==> config.mk <==
export PLATFORM = sky130hd
export DESIGN_NAME = rom_line_arbiter
export DESIGN_NICKNAME = d
export VERILOG_FILES = /design/src/rtl/rom_line_arbiter.sv
export SDC_FILE = /design/constraint.sdc
export NUM_CORES = 1
export LEC_CHECK = 0
export ABC_CLOCK_PERIOD_IN_PS = 1300
export BUFFER_PORTS_ARGS = -buffer_cell sky130_fd_sc_hd__buf_2
export CORE_MARGIN = 4
export CORE_UTILIZATION = 30
export CTS_BUF_LIST = sky130_fd_sc_hd__clkbuf_16
export DETAILED_ROUTE_END_ITERATION = 10
export PLACE_DENSITY = 0.77
export SYNTH_ARGS = -nofsm -noshare
export SYNTH_HDL_FRONTEND = slang
export SYNTH_SLANG_ARGS = --single-unit
==> constraint.sdc <==
create_clock -name clock -period 1.3 [get_ports clock]
set_input_delay 0.195 -clock clock [delete_from_list [all_inputs] [get_ports clock]]
set_output_delay 0.195 -clock clock [all_outputs]
set_load 0.05 [all_outputs]
==> src/rtl/rom_line_arbiter.sv <==
// Round-robin two-port line fetcher in front of a single-port, one-cycle-latency ROM.
// Define ROM_ARB_CRITICAL_WORD_FIRST_EN to start each burst at the requested word.
module rom_line_arbiter #(
  parameter int ADDR_W    = 6,
  parameter int DATA_W    = 64,
  parameter int BURST_LEN = 4
) (
  input  logic                         clock,
  input  logic                         reset,
  input  logic                         req0,
  input  logic [ADDR_W-1:0]            addr0,
  output logic                         gnt0,
  input  logic                         req1,
  input  logic [ADDR_W-1:0]            addr1,
  output logic                         gnt1,
  output logic                         rsp_valid,
  output logic                         rsp_id,
  output logic [$clog2(BURST_LEN)-1:0] rsp_word,
  output logic [DATA_W-1:0]            rsp_data,
  output logic                         rsp_last,
  output logic                         busy,
  output logic                         rom_enable,
  output logic [ADDR_W-1:0]            rom_address,
  input  logic [DATA_W-1:0]            rom_data
);
  localparam int WORD_W = $clog2(BURST_LEN);

  typedef enum logic [1:0] {IDLE, ISSUE, DRAIN} state_t;

  state_t                     state;
  logic [WORD_W-1:0]          cnt;
  logic [WORD_W-1:0]          start;
  logic [ADDR_W-WORD_W-1:0]   line;
  logic                       last_owner;
  logic                       pick0;
  logic                       pick1;
  logic                       take;
  logic [ADDR_W-1:0]          sel_addr;
  logic [WORD_W-1:0]          sel_start;
  logic [WORD_W-1:0]          next_word;

  always_comb begin
    pick0 = 1'b0;
    pick1 = 1'b0;
    if (state == IDLE) begin
      if (req0 && req1) begin
        pick0 = last_owner;
        pick1 = ~last_owner;
      end else begin
        pick0 = req0;
        pick1 = req1;
      end
    end
  end

  // Grants are decoded in the accepting IDLE cycle itself, masked while reset is held.
  assign take     = pick0 | pick1;
  assign gnt0     = reset & pick0;
  assign gnt1     = reset & pick1;
  assign sel_addr = pick1 ? addr1 : addr0;

`ifdef ROM_ARB_CRITICAL_WORD_FIRST_EN
  assign sel_start = sel_addr[WORD_W-1:0];
`else
  logic unused_word_bits;
  assign unused_word_bits = ^sel_addr[WORD_W-1:0];
  assign sel_start        = '0;
`endif

  // Word index arithmetic stays WORD_W wide so it wraps inside the line.
  assign next_word = start + cnt + WORD_W'(1);
  assign busy      = (state != IDLE);
  assign rsp_data  = rom_data;

  always_ff @(posedge clock or negedge reset) begin
    if (!reset) begin
      state       <= IDLE;
      cnt         <= '0;
      start       <= '0;
      line        <= '0;
      last_owner  <= 1'b1;
      rom_enable  <= 1'b0;
      rom_address <= '0;
      rsp_valid   <= 1'b0;
      rsp_id      <= 1'b0;
      rsp_word    <= '0;
      rsp_last    <= 1'b0;
    end else begin
      rsp_valid <= rom_enable;
      rsp_id    <= rom_enable & last_owner;
      rsp_word  <= rom_enable ? rom_address[WORD_W-1:0] : '0;
      rsp_last  <= rom_enable && (cnt == WORD_W'(BURST_LEN - 1));
      case (state)
        IDLE: begin
          if (take) begin
            last_owner  <= pick1;
            line        <= sel_addr[ADDR_W-1:WORD_W];
            start       <= sel_start;
            cnt         <= '0;
            rom_enable  <= 1'b1;
            rom_address <= {sel_addr[ADDR_W-1:WORD_W], sel_start};
            state       <= ISSUE;
          end
        end
        ISSUE: begin
          if (cnt == WORD_W'(BURST_LEN - 1)) begin
            cnt         <= '0;
            rom_enable  <= 1'b0;
            rom_address <= '0;
            state       <= DRAIN;
          end else begin
            cnt         <= cnt + WORD_W'(1);
            rom_address <= {line, next_word};
          end
        end
        DRAIN:   state <= IDLE;
        default: state <= IDLE;
      endcase
    end
  end
endmodule

* Word level (Yosys, flattened, before mapping) *
Index checks and enable logic that the tools add are counted.

word-level totals
  bits in registers = 21
  input port bits = 80
  output and inout port bits = 79
  word-level logic and storage cells = 47

operators by class
  add/subtract/negate cells = 1
  eq/ne operators = 4
  multiplexer cells = 18
  bitwise gates (word level) = 5
  reductions and logical operators = 9

operators with widths
  operator               count
  $mux W6                3
  $pmux W6 S2            1
  $mux W2                5
  $pmux W2 S2            2
  $mux W1                6
  $reduce_and A2 Y1      3
  $ne A2 B2 Y1 const B   2
  $reduce_bool A2 Y1     2
  $and A1 B1 Y1          3
  $reduce_and A3 Y1      1
  $add A2 B1 Y2 const B  1
  $eq A2 B1 Y1 const B   1
  $eq A2 B2 Y1 const B   1
  $logic_and A1 B1 Y1    2
  $logic_not A2 Y1       1
  $pmux W1 S2            1
  $not A1 Y1             1
  $or A1 B1 Y1           1

* Logic depth before layout (Yosys ltp) *
Gate-level depths: netlist of run 1.

  depth in word-level cells = 6
  mapped depth = 4
  gate-level depth less buffers = 3

* Worst setup path before layout of run 1 *
OpenSTA, ideal clock, no wires.

  path type = register to output
  start = reg state[0]
  end = out gnt0
  arrival time = 1294 ps
  required time = 1105 ps
  path slack = -189 ps
  stages on the path, launching flop included = 5
  path buffers = 1
  cell sequence = dfrtp_1 > buf_4 > nor2_1 > and2_2 > and3_1

between the ends
  cells in the longest elaborated chain, start to end = 3

ends and longest elaborated chain
  element                   line  source
  start: declaration        30    state_t state;
  start signal: assignment  77    state <= IDLE;
  start signal: assignment  102   state <= ISSUE;
  start signal: assignment  110   state <= DRAIN;
  $logic_not A2 Y1          45    if (state == IDLE) begin
  $mux W1                   45
  $and A1 B1 Y1             58    assign gnt0 = reset & pick0;
  end: declaration          12    output logic gnt0,

Every way passes these cells.

* Final worst setup path of run 1 *
Same ends and word-level chain as after synthesis.

==> results.md, run 1 <==
* XOR/XNOR share of the synthesized area at 0
* Crit Path Category: reg2out
* Nets at slightly above 200
* Fin. max-slew vios at 0
* Cell Rows at 24
* Total wire length at between 2000 and 2500 um
* DIE AREA at 5630 sq um
* Post-synthesis mux area share at 0.0417
* HP Class: in2reg
* Failing checks: setup timing
* Yosys top cell area share at 0.367
* Leak at between 0.6 and 0.7 nW
* Die height at 75.1 um
* Fin Clk Skew at 1.29 ps
* H-tree levels at 1
* I/O Buffers at 26
* Actual slew at the worst max-slew pin at 257 ps
* Mapped Area at 1350 sq um
* Syn Area/Cell at a little under 10 sq um
* Synth cell count leaders: buf_4 (66), dfrtp_1 (18), inv_1 (7)
* Wirelength per Cell at 14.2 um
* Simple-gate portion of the synthesized area at 0.129
* Drt pass-1 iters at 2
* Num ports at ~160
* Initial antenna violation count at 0
* Fill cells at approximately 440
* Worst Path Max Fanout at 3
* Crit start category: flip-flop
* Drt via density at 4.52
* Slowest CP cell: dfrtp_1
* CTS root buf: clkbuf_16
* Total power at approximately 0.0039 W
* Die X at ~75 um
* Grt total ovfl at 0
* Residual DRC count at 0
* Drt initial violations at 12
* Synth-to-Final Area Change at 2.32%
* Post-synth top flop: dfrtp_1
* Ys async rst share at 1.00
* Clock transition at path regs at about 50 ps
* Leading area contributor after synthesis: buf_4
* Clock Sinks at 19
* GR Util All Layers at 0.0910
* Cell Chain, Critical Path: nor2_2 -> and2_4 -> and3_4 -> buf_8
* Fin util at 0.317
* Status: finished, violations left
* Initial Util at 0.310
* Largest family of logic cells by synthesized area: buffers and inverters
* TritonCTS buffer count at 3
* Count leader, synth: buf_4
* Syn nets at 218
* Final period util at 1.15
* Crit path DAT at around 1300 ps
* Synth Area in Compound Gates at 0.0798
* GPL Wtd Cong at between 0.7 and 0.8
* Register area share after synthesis at 0.353
* Rel. slew slack at 0.830
* Pin count of the biggest net entering global routing at 20
* Yosys reg bits at 19
* Gate Count Post-Synth at 137
* Clock buffer depth at 2
* Setup crit end kind: output pin
* Worst setup margin at -190 ps
* Max Fclk at between 0.6 and 0.7 GHz
* Layout cell share with drive strength beyond 1 at 0.582
* Area of the multi-input gates at 404 sq um
* Yosys cell types at 28
* Pwr dens at ~2800 nW/um^2
* Setup-failing EPs final at 11
* CTS tree: yes
* First-pass GRT wire length at roughly 3700 um
* Vias in the first global route at roughly 810
* FF/Latch Area at between 400 and 500 sq um
* RSZ-0062 raised after global routing: yes
* Core ar. at ~4400 sq um
* Most area-consuming cells after synthesis: buf_4 (37%), dfrtp_1 (33%), mux2_1 (3.3%), a221o_1 (3.0%), nor3b_1 (2.2%)
* Max stage delay on crit path at 400 ps
* Max cap viols at 0
* Minimum clock period after layout at 1490 ps
* DP HPWL at 1770 um
* EDFF count, synth at 0
* Worst-Skew Late Latency at about 260 ps
* Syn. warnings at 0
* Vias at about 800
* Post-route ant nets at 0
* Diode count at 0
* Highest ir drop seen on vdd at 0.000719 V
* WP data required at 1110 ps
* Final Hold Viols at 0
* Adder-Cell Fraction of Synth Area at 0.00928
-- path summary, 6_finish.rpt --
path,start,endpoint,slack (ps),cells after the start
min,req1,last_owner$_DFFE_PN1P_,330,4
max in group asynchronous,reset,last_owner$_DFFE_PN1P_,570,3
min in group asynchronous,reset,rom_enable$_DFFE_PN0P_,480,3
max reg2reg,state[1]$_DFFE_PN0P_,rom_address[2]$_DFFE_PN0P_,-160,6
min reg2reg,rom_enable$_DFFE_PN0P_,rsp_valid$_DFF_PN0_,480,0
max,state[0]$_DFFE_PN0P_,gnt0,-190,4
-- layout make-up --
class | count | share of cell area
multi-input combinational | 45 | 0.293
clock inverter | 1 | 0.00272
sequential | 19 | 0.347
tap | 52 | 0.0471
inverter | 7 | 0.0209
timing repair buffer | 47 | 0.235
clock buffer | 3 | 0.0544
-- power by group --
part           switching (W)  internal (W)
combinational        0.00129      0.000929
clock               0.000231      0.000410
sequential          0.000162      0.000883
-- metrics by stage --
stage	TNS, ps	hold slack, ps	area [sq um]	setup slack, ps	cells
after global routing	-1880	363	1380	-249	174
after floorplan	-68.7	-101	1350	-68.7	137
after CTS	-902	308	1340	-188	171
after global placement	-314	217	1140	-63.9	161
final	-1170	326	1380	-190	174
after detailed placement	-487	209	1140	-129	161
-- kinds of logic after synthesis --
| logic type | Yosys count |
|---|---|
| muxes | 5 |
| buffers and inverters | 73 |
| adders and majority gates | 1 |
| and+or+nand+nor | 26 |
| DFF | 19 |
| AOI/OAI and AO/OA | 13 |
-- worst max-delay path, delay by kind of cell (launching register included) --
| family | cells | cell delay (ps) |
|---|---|---|
| buffers and inverters | 1 | 140 |
| flip-flops | 1 | 400 |
| AND/OR/NAND/NOR | 3 | 490 |
-- state kept, by name (all words and copies together) (netlist names), 2 cells and up --
signal,cells
rsp_word,2
state,2
rom_address,6
line,4
-- cell usage in the layout, fill, tap and decap left out, drive strengths merged --
cell	synthesis	final
and3	2	2
o21bai	4	4
nor3b	4	4
dlygate4sd3	0	1
nor3	1	1
clkbuf	0	3
nand2b	1	1
nor4bb	2	2
or2	2	2
a21o	1	1
dfstp	1	1
dfrtp	18	18
and4bb	2	2
and2	5	5
mux2	5	5
buf	66	46
o21a	1	1
inv	7	8
nor2b	1	1
a21boi	1	1
nor2	2	2
nand2	4	4
a221o	4	4
ha	1	1
o22ai	1	1
o21ai	1	1
-- per-layer routing --
metal	up-vias	wire, um	global-route usage	share of wire
met4	0	114	0.0830	0.046
met2	35	1150	0.137	0.46
li1	355	-	-	-
met1	380	937	0.0942	0.38
met3	17	279	0.0401	0.11
met5	-	0	0	0
-- timing repair --
action	CTS	global route
setup endpoints to repair	10	15
hold endpoints to repair	18	0
buffers inserted	7	4
pin swaps	5	2
hold buffers	1	0
resized for setup	21	5
(Power assumes the default switching activity.)
==> run 2, diff against run 1 <==
- PLACE_DENSITY: 0.77 -> not set
- PLACE_DENSITY_LB_ADDON: not set -> 0.3
==> results.md, run 2 (same netlist as run 1, synthesis figures left out) <==
* Clock transition at path regs at 60 ps (about the same)
* Crit start category: flip-flop
* Layout cell share with drive strength beyond 1 at 0.612 (+0.0296)
* RSZ-0062 raised after global routing: yes
* Total wire length at 3060 um (+23%)
* Failing checks: setup timing
* Cell Rows at 24 (unchanged)
* Worst-Skew Late Latency at 250 ps (about the same)
* DP HPWL at 2280 um (+29%)
* Worst Path Max Fanout at 3 (unchanged)
* Setup crit end kind: output pin
* Diode count at 0 (unchanged)
* CTS root buf: clkbuf_16
* Minimum clock period after layout at 1480 ps (-7.34 ps)
* Initial antenna violation count at 0 (unchanged)
* Die height at 75.1 um (unchanged)
* Wirelength per Cell at 17.7 um (+24%)
* Largest reg by FF count: rom_address
* Clock Sinks at 19 (unchanged)
* Placed cells at 165 (+2.5%)
* WP data required at 1110 ps (about the same)
* GPL Wtd Cong at 0.727 (-6.9%)
* Leading cell types in the layout, fill and taps excluded: buf_2 (23), dfrtp_1 (14), buf_4 (14), inv_1 (7), buf_6 (6)
* GR Util All Layers at 0.107 (+0.0158)
* Status: finished, violations left
* Int Power at 0.00221 W (-0.69%)
* TritonCTS buffer count at 3 (unchanged)
* Setup-failing EPs final at 11 (unchanged)
* H-tree levels at 1 (unchanged)
* Max Fclk at 0.674 GHz (+0.50%)
* First-pass GRT wire length at 4510 um (+21%)
* Fin area at 1410 sq um (+2.4%)
* Pwr dens at 2770 nW/um^2 (-1.8%)
* CTS tree: yes
* Clk network pwr share at 0.162 (-0.002)
* Fin. max-slew vios at 0 (unchanged)
* Seq pwr share at 0.270 (+0.002)
* Worst setup margin at -183 ps (+7.34 ps)
* Max reg flops at 6 (unchanged)
* Post-route ant nets at 0 (unchanged)
* I/O Buffers at 26 (unchanged)
* Logic pwr share at 0.568 (about the same)
* Highest ir drop seen on vdd at 0.000725 V (+0.84%)
* Leak at 0.682 nW (-0.18%)
* Most common cell after layout, fill and taps aside: buf_2
* Crit Path Category: reg2out
* Final Hold Viols at 0 (unchanged)
* Actual slew at the worst max-slew pin at 246 ps (-11.1 ps)
* Die X at 75.1 um (unchanged)
* DIE AREA at 5630 sq um (unchanged)
* Fin Clk Skew at 2.08 ps (+0.786 ps)
* Residual DRC count at 0 (unchanged)
* Drt initial violations at 23 (+11)
* Drt pass-1 iters at 2 (unchanged)
* Switching power at 0.00171 W (+2.0%)
* Non-Filler Instances at 173 (-0.57%)
* R2R depth at 4 (-2)
* Final period util at 1.14 (-0.00565)
* Sw Ratio at 0.437 (+0.00662)
* Grt total ovfl at 0 (unchanged)
* Clock buffer depth at 2 (unchanged)
* Nets at 203 (-0.49%)
* HP Class: in2reg
* Pin count of the biggest net entering global routing at 19 (-5.0%)
* Rel. slew slack at 0.836 (+0.00625)
* Total power at 0.00392 W (+0.47%)
* Largest registers: rom_address x6, line x4
* Area of placed instances at 1170 sq um (+2.6%)
* Initial Util at 0.310 (unchanged)
* Pre-CTS setup slack at -166 ps (-36.8 ps)
* Vias in the first global route at 874 (+7.4%)
* Num ports at 159 (unchanged)
* Crit path DAT at 1290 ps (about the same)
* Core ar. at 4350 sq um (unchanged)
* Vias at 823 (+4.6%)
* Hold slack final at 372 ps (+45.2 ps)
* WHS Path Cells at 4 (unchanged)
* Drt via density at 4.76 (+5.2%)
* Synth-to-Final Area Change at 4.73%
* Max cap viols at 0 (unchanged)
run 2: cell types whose count changed in the layout (fill, tap and decap cells not counted), sizes merged:
cell	before	now
buf	46	45
run 2: per-stage QoR:
step | setup TNS, ps | utilization
floorplan | -68.7 | -
global placement | -623 | 0.269
detailed placement | -820 | 0.269
CTS | -1200 | 0.313
global route | -1490 | 0.324
finish | -1060 | 0.324
run 2: final cells by class:
| class | instances | area (sq um) |
|---|---|---|
| clock buffer | 3 | 75.1 |
| timing repair buffer | 46 | 328 |
| fill | 427 | 2940 |
| inverter | 7 | 26.3 |
| sequential | 19 | 482 |
| multi-input combinational | 45 | 433 |
| clock inverter | 1 | 3.75 |
| tap | 52 | 65.1 |
run 2: worst paths after layout:
kind                                         endpoint  slack, ps              startpoint
max                                              gnt1       -180  last_owner$_DFFE_PN1P_
min                            last_owner$_DFFE_PN1P_        370                    req1
max reg2reg                rom_address[3]$_DFFE_PN0P_       -160    state[1]$_DFFE_PN0P_
min reg2reg                       rsp_valid$_DFF_PN0_        500  rom_enable$_DFFE_PN0P_
max in group asynchronous  rom_address[0]$_DFFE_PN0P_        560                   reset
min in group asynchronous      last_owner$_DFFE_PN1P_        470                   reset
run 2: power by group through the flow:
stage / clock [W] / combinational [W] / sequential (W)
floorplan: 0 / 0.00125 / 0.00161
global placement: 0 / 0.00187 / 0.00106
detailed placement: 0 / 0.00191 / 0.00106
CTS: 0.000648 / 0.00214 / 0.00105
global route: 0.000664 / 0.00237 / 0.00110
finish: 0.000636 / 0.00223 / 0.00106
run 2: routing by layer:
layer	vias to the layer above	share of wire	global-route usage
met5	-	0	0
met4	0	0.044	0.0692
met3	28	0.14	0.0561
met2	62	0.50	0.185
met1	378	0.32	0.0969
li1	355	-	-
run 2: critical path: stages (launching register included):
cell      delay, ps
dfstp_2         540
a21boi_2         60
buf_4           140
and3_4          140
buf_8           140
run 2: repair_timing:
item	CTS	global route
endpoints found under the setup margin	12	14
pin swaps	5	7
hold buffers	1	0
hold endpoints to repair	19	0
buffers inserted	5	2
resized for setup	24	12
==> run 3, diff against run 2 <==
==> constraint.sdc (replaced) <==
create_clock -name clock -period 1.3 [get_ports clock]
set_input_delay 0.195 -clock clock [delete_from_list [all_inputs] [get_ports clock]]
set_output_delay 0.195 -clock clock [all_outputs]
set_load 0.02 [all_outputs]
==> results.md, run 3 (same netlist as run 1, synthesis figures left out) <==
* Max stage delay on crit path at 570 ps (+30 ps)
* CTS root buf: clkbuf_16
* HP Class: in2out
* Leading cell types in the layout, fill and taps excluded: buf_2 (23), dfrtp_1 (17), buf_4 (16), inv_1 (6), buf_6 (5)
* Final Hold Viols at 0 (unchanged)
* I/O Buffers at 26 (unchanged)
* Max cap viols at 0 (unchanged)
* Drt pass-1 iters at 4 (+2)
* Die X at 75.1 um (unchanged)
* GPL Wtd Cong at 0.747 (+2.8%)
* Total power at 0.00346 W (-12%)
* Actual slew at the worst max-slew pin at 242 ps (-3.56 ps)
* Worst Path Max Fanout at 3 (unchanged)
* Die height at 75.1 um (unchanged)
* Hold wc startpoint: rom_data[6]
* Residual DRC count at 0 (unchanged)
* Fin area at 1380 sq um (-2.4%)
* Final period util at 1.10 (-0.0451)
* DP HPWL at 2420 um (+5.9%)
* Crit start category: flip-flop
* R2r startpoint: last_owner$_DFFE_PN1P_
* WP data required at 1110 ps (about the same)
* Drt via density at 4.53 (-4.7%)
* Diode count at 0 (unchanged)
* Layout cell share with drive strength beyond 1 at 0.583 (-0.0282)
* Total wire length at 3050 um (-0.23%)
* Delay-heaviest family, CP: flip-flops
* Synth-to-Final Area Change at 2.23%
* Clock Sinks at 19 (unchanged)
* Rel. slew slack at 0.838 (+0.00238)
* RSZ-0062 raised after global routing: yes
* Drt initial violations at 30 (+30%)
* TritonCTS buffer count at 3 (unchanged)
* Area of placed instances at 1150 sq um (-2.2%)
* DIE AREA at 5630 sq um (unchanged)
* Worst-Skew Late Latency at 250 ps (about the same)
* Worst Setup SP: last_owner$_DFFE_PN1P_
* Most common cell after layout, fill and taps aside: buf_2
* Max Fclk at 0.702 GHz (+4.1%)
* Initial antenna violation count at 0 (unchanged)
* Initial Util at 0.310 (unchanged)
* Clock buffer depth at 2 (unchanged)
* Leak at 0.677 nW (-0.61%)
* Pin count of the biggest net entering global routing at 19 (unchanged)
* Failing checks: setup timing
* Nets at 202 (-0.49%)
* Non-Filler Instances at 172 (-0.58%)
* Largest registers: rom_address x6, line x4
* Crit path DAT at 1230 ps (-60 ps)
* Worst setup margin at -125 ps (+58.6 ps)
* GR Util All Layers at 0.106 (-0.000857)
* Cell Rows at 24 (unchanged)
* WP buf/inv at 2 (unchanged)
* Crit Path Category: reg2out
* Fin. max-slew vios at 0 (unchanged)
* Placed cells at 162 (-1.8%)
* Core ar. at 4350 sq um (unchanged)
* Post-route ant nets at 0 (unchanged)
* Grt total ovfl at 0 (unchanged)
* Highest ir drop seen on vdd at 0.000597 V (-18%)
* H-tree levels at 1 (unchanged)
* Cell Chain, Critical Path: inv_2 -> nand2_2 -> and3_4 -> buf_6
* Status: finished, violations left
* Clock transition at path regs at 50 ps (about the same)
* Max reg flops at 6 (unchanged)
* Wirelength per Cell at 17.7 um (+0.35%)
* Largest reg by FF count: rom_address
* Num ports at 159 (unchanged)
* Slowest CP cell: dfstp_2
* Setup-failing EPs final at 10 (-1)
* Vias at 780 (-5.2%)
* CTS tree: yes
* First-pass GRT wire length at 4470 um (-0.75%)
* Vias in the first global route at 808 (-7.6%)
* Minimum clock period after layout at 1420 ps (-58.6 ps)
* Setup crit end kind: output pin
* Pwr dens at 2510 nW/um^2 (-9.7%)
* Fin Clk Skew at 1.20 ps (-0.878 ps)
run 3: metrics by stage:
step | setup WS, ps | utilization | hold WS [ps] | setup TNS, ps
after CTS | -131 | 0.306 | 390 | -769
after global placement | -133 | 0.263 | 167 | -669
after global routing | -171 | 0.317 | 390 | -1500
after floorplan | 9.06 | - | -101 | 0
final | -125 | 0.317 | 390 | -646
after detailed placement | -162 | 0.263 | 174 | -887
run 3: cell type report:
cell class | count | area [sq um]
inverters | 7 | 26.3
clock buffers | 3 | 75.1
repair buffers | 45 | 302
clock inverters | 1 | 5.00
multi-input cells | 45 | 428
well taps | 52 | 65.1
fillers | 429 | 2980
flip-flops and latches | 19 | 478
run 3: worst paths after layout:
check	endpoint	slack, ps	depth (start not counted)
hold / removal	rsp_data[6]	390	0
min in group asynchronous	last_owner$_DFFE_PN1P_	480	2
setup reg to reg	rom_address[5]$_DFFE_PN0P_	-100	3
hold reg to reg	rsp_valid$_DFF_PN0_	490	0
setup / recovery	gnt0	-120	4
max in group asynchronous	state[0]$_DFFE_PN0P_	560	3
run 3: repair_timing:
action | in CTS | in global routing
resized for setup | 18 | 10
endpoints found under the hold margin | 19 | 0
hold buffers | 1 | 0
setup buffers | 7 | 0
endpoints found under the setup margin | 13 | 14
cloned | 0 | 0
pin swaps | 5 | 2
run 3: where the power goes:
| group | internal [W] | leakage (nW) | switching (W) |
|---|---|---|---|
| Clock | 0.000413 | 0.0409 | 0.000227 |
| Sequential | 0.000881 | 0.230 | 0.000167 |
| Combinational | 0.000920 | 0.407 | 0.000848 |
| Total | 0.00221 | 0.677 | 0.00124 |
run 3: layer usage:
metal	routed length, um	GRT usage	vias up
met4	97	0.0573	0
met3	468	0.0654	21
met1	920	0.0985	347
met2	1560	0.179	61
li1	-	-	351
met5	0	0	-
run 3: worst register-to-register path, delay by kind of cell, from the launching register on:
| kind | cells | cell delay [ps] |
|---|---|---|
| compound gates | 2 | 510 |
| mux | 1 | 380 |
| flops | 1 | 390 |
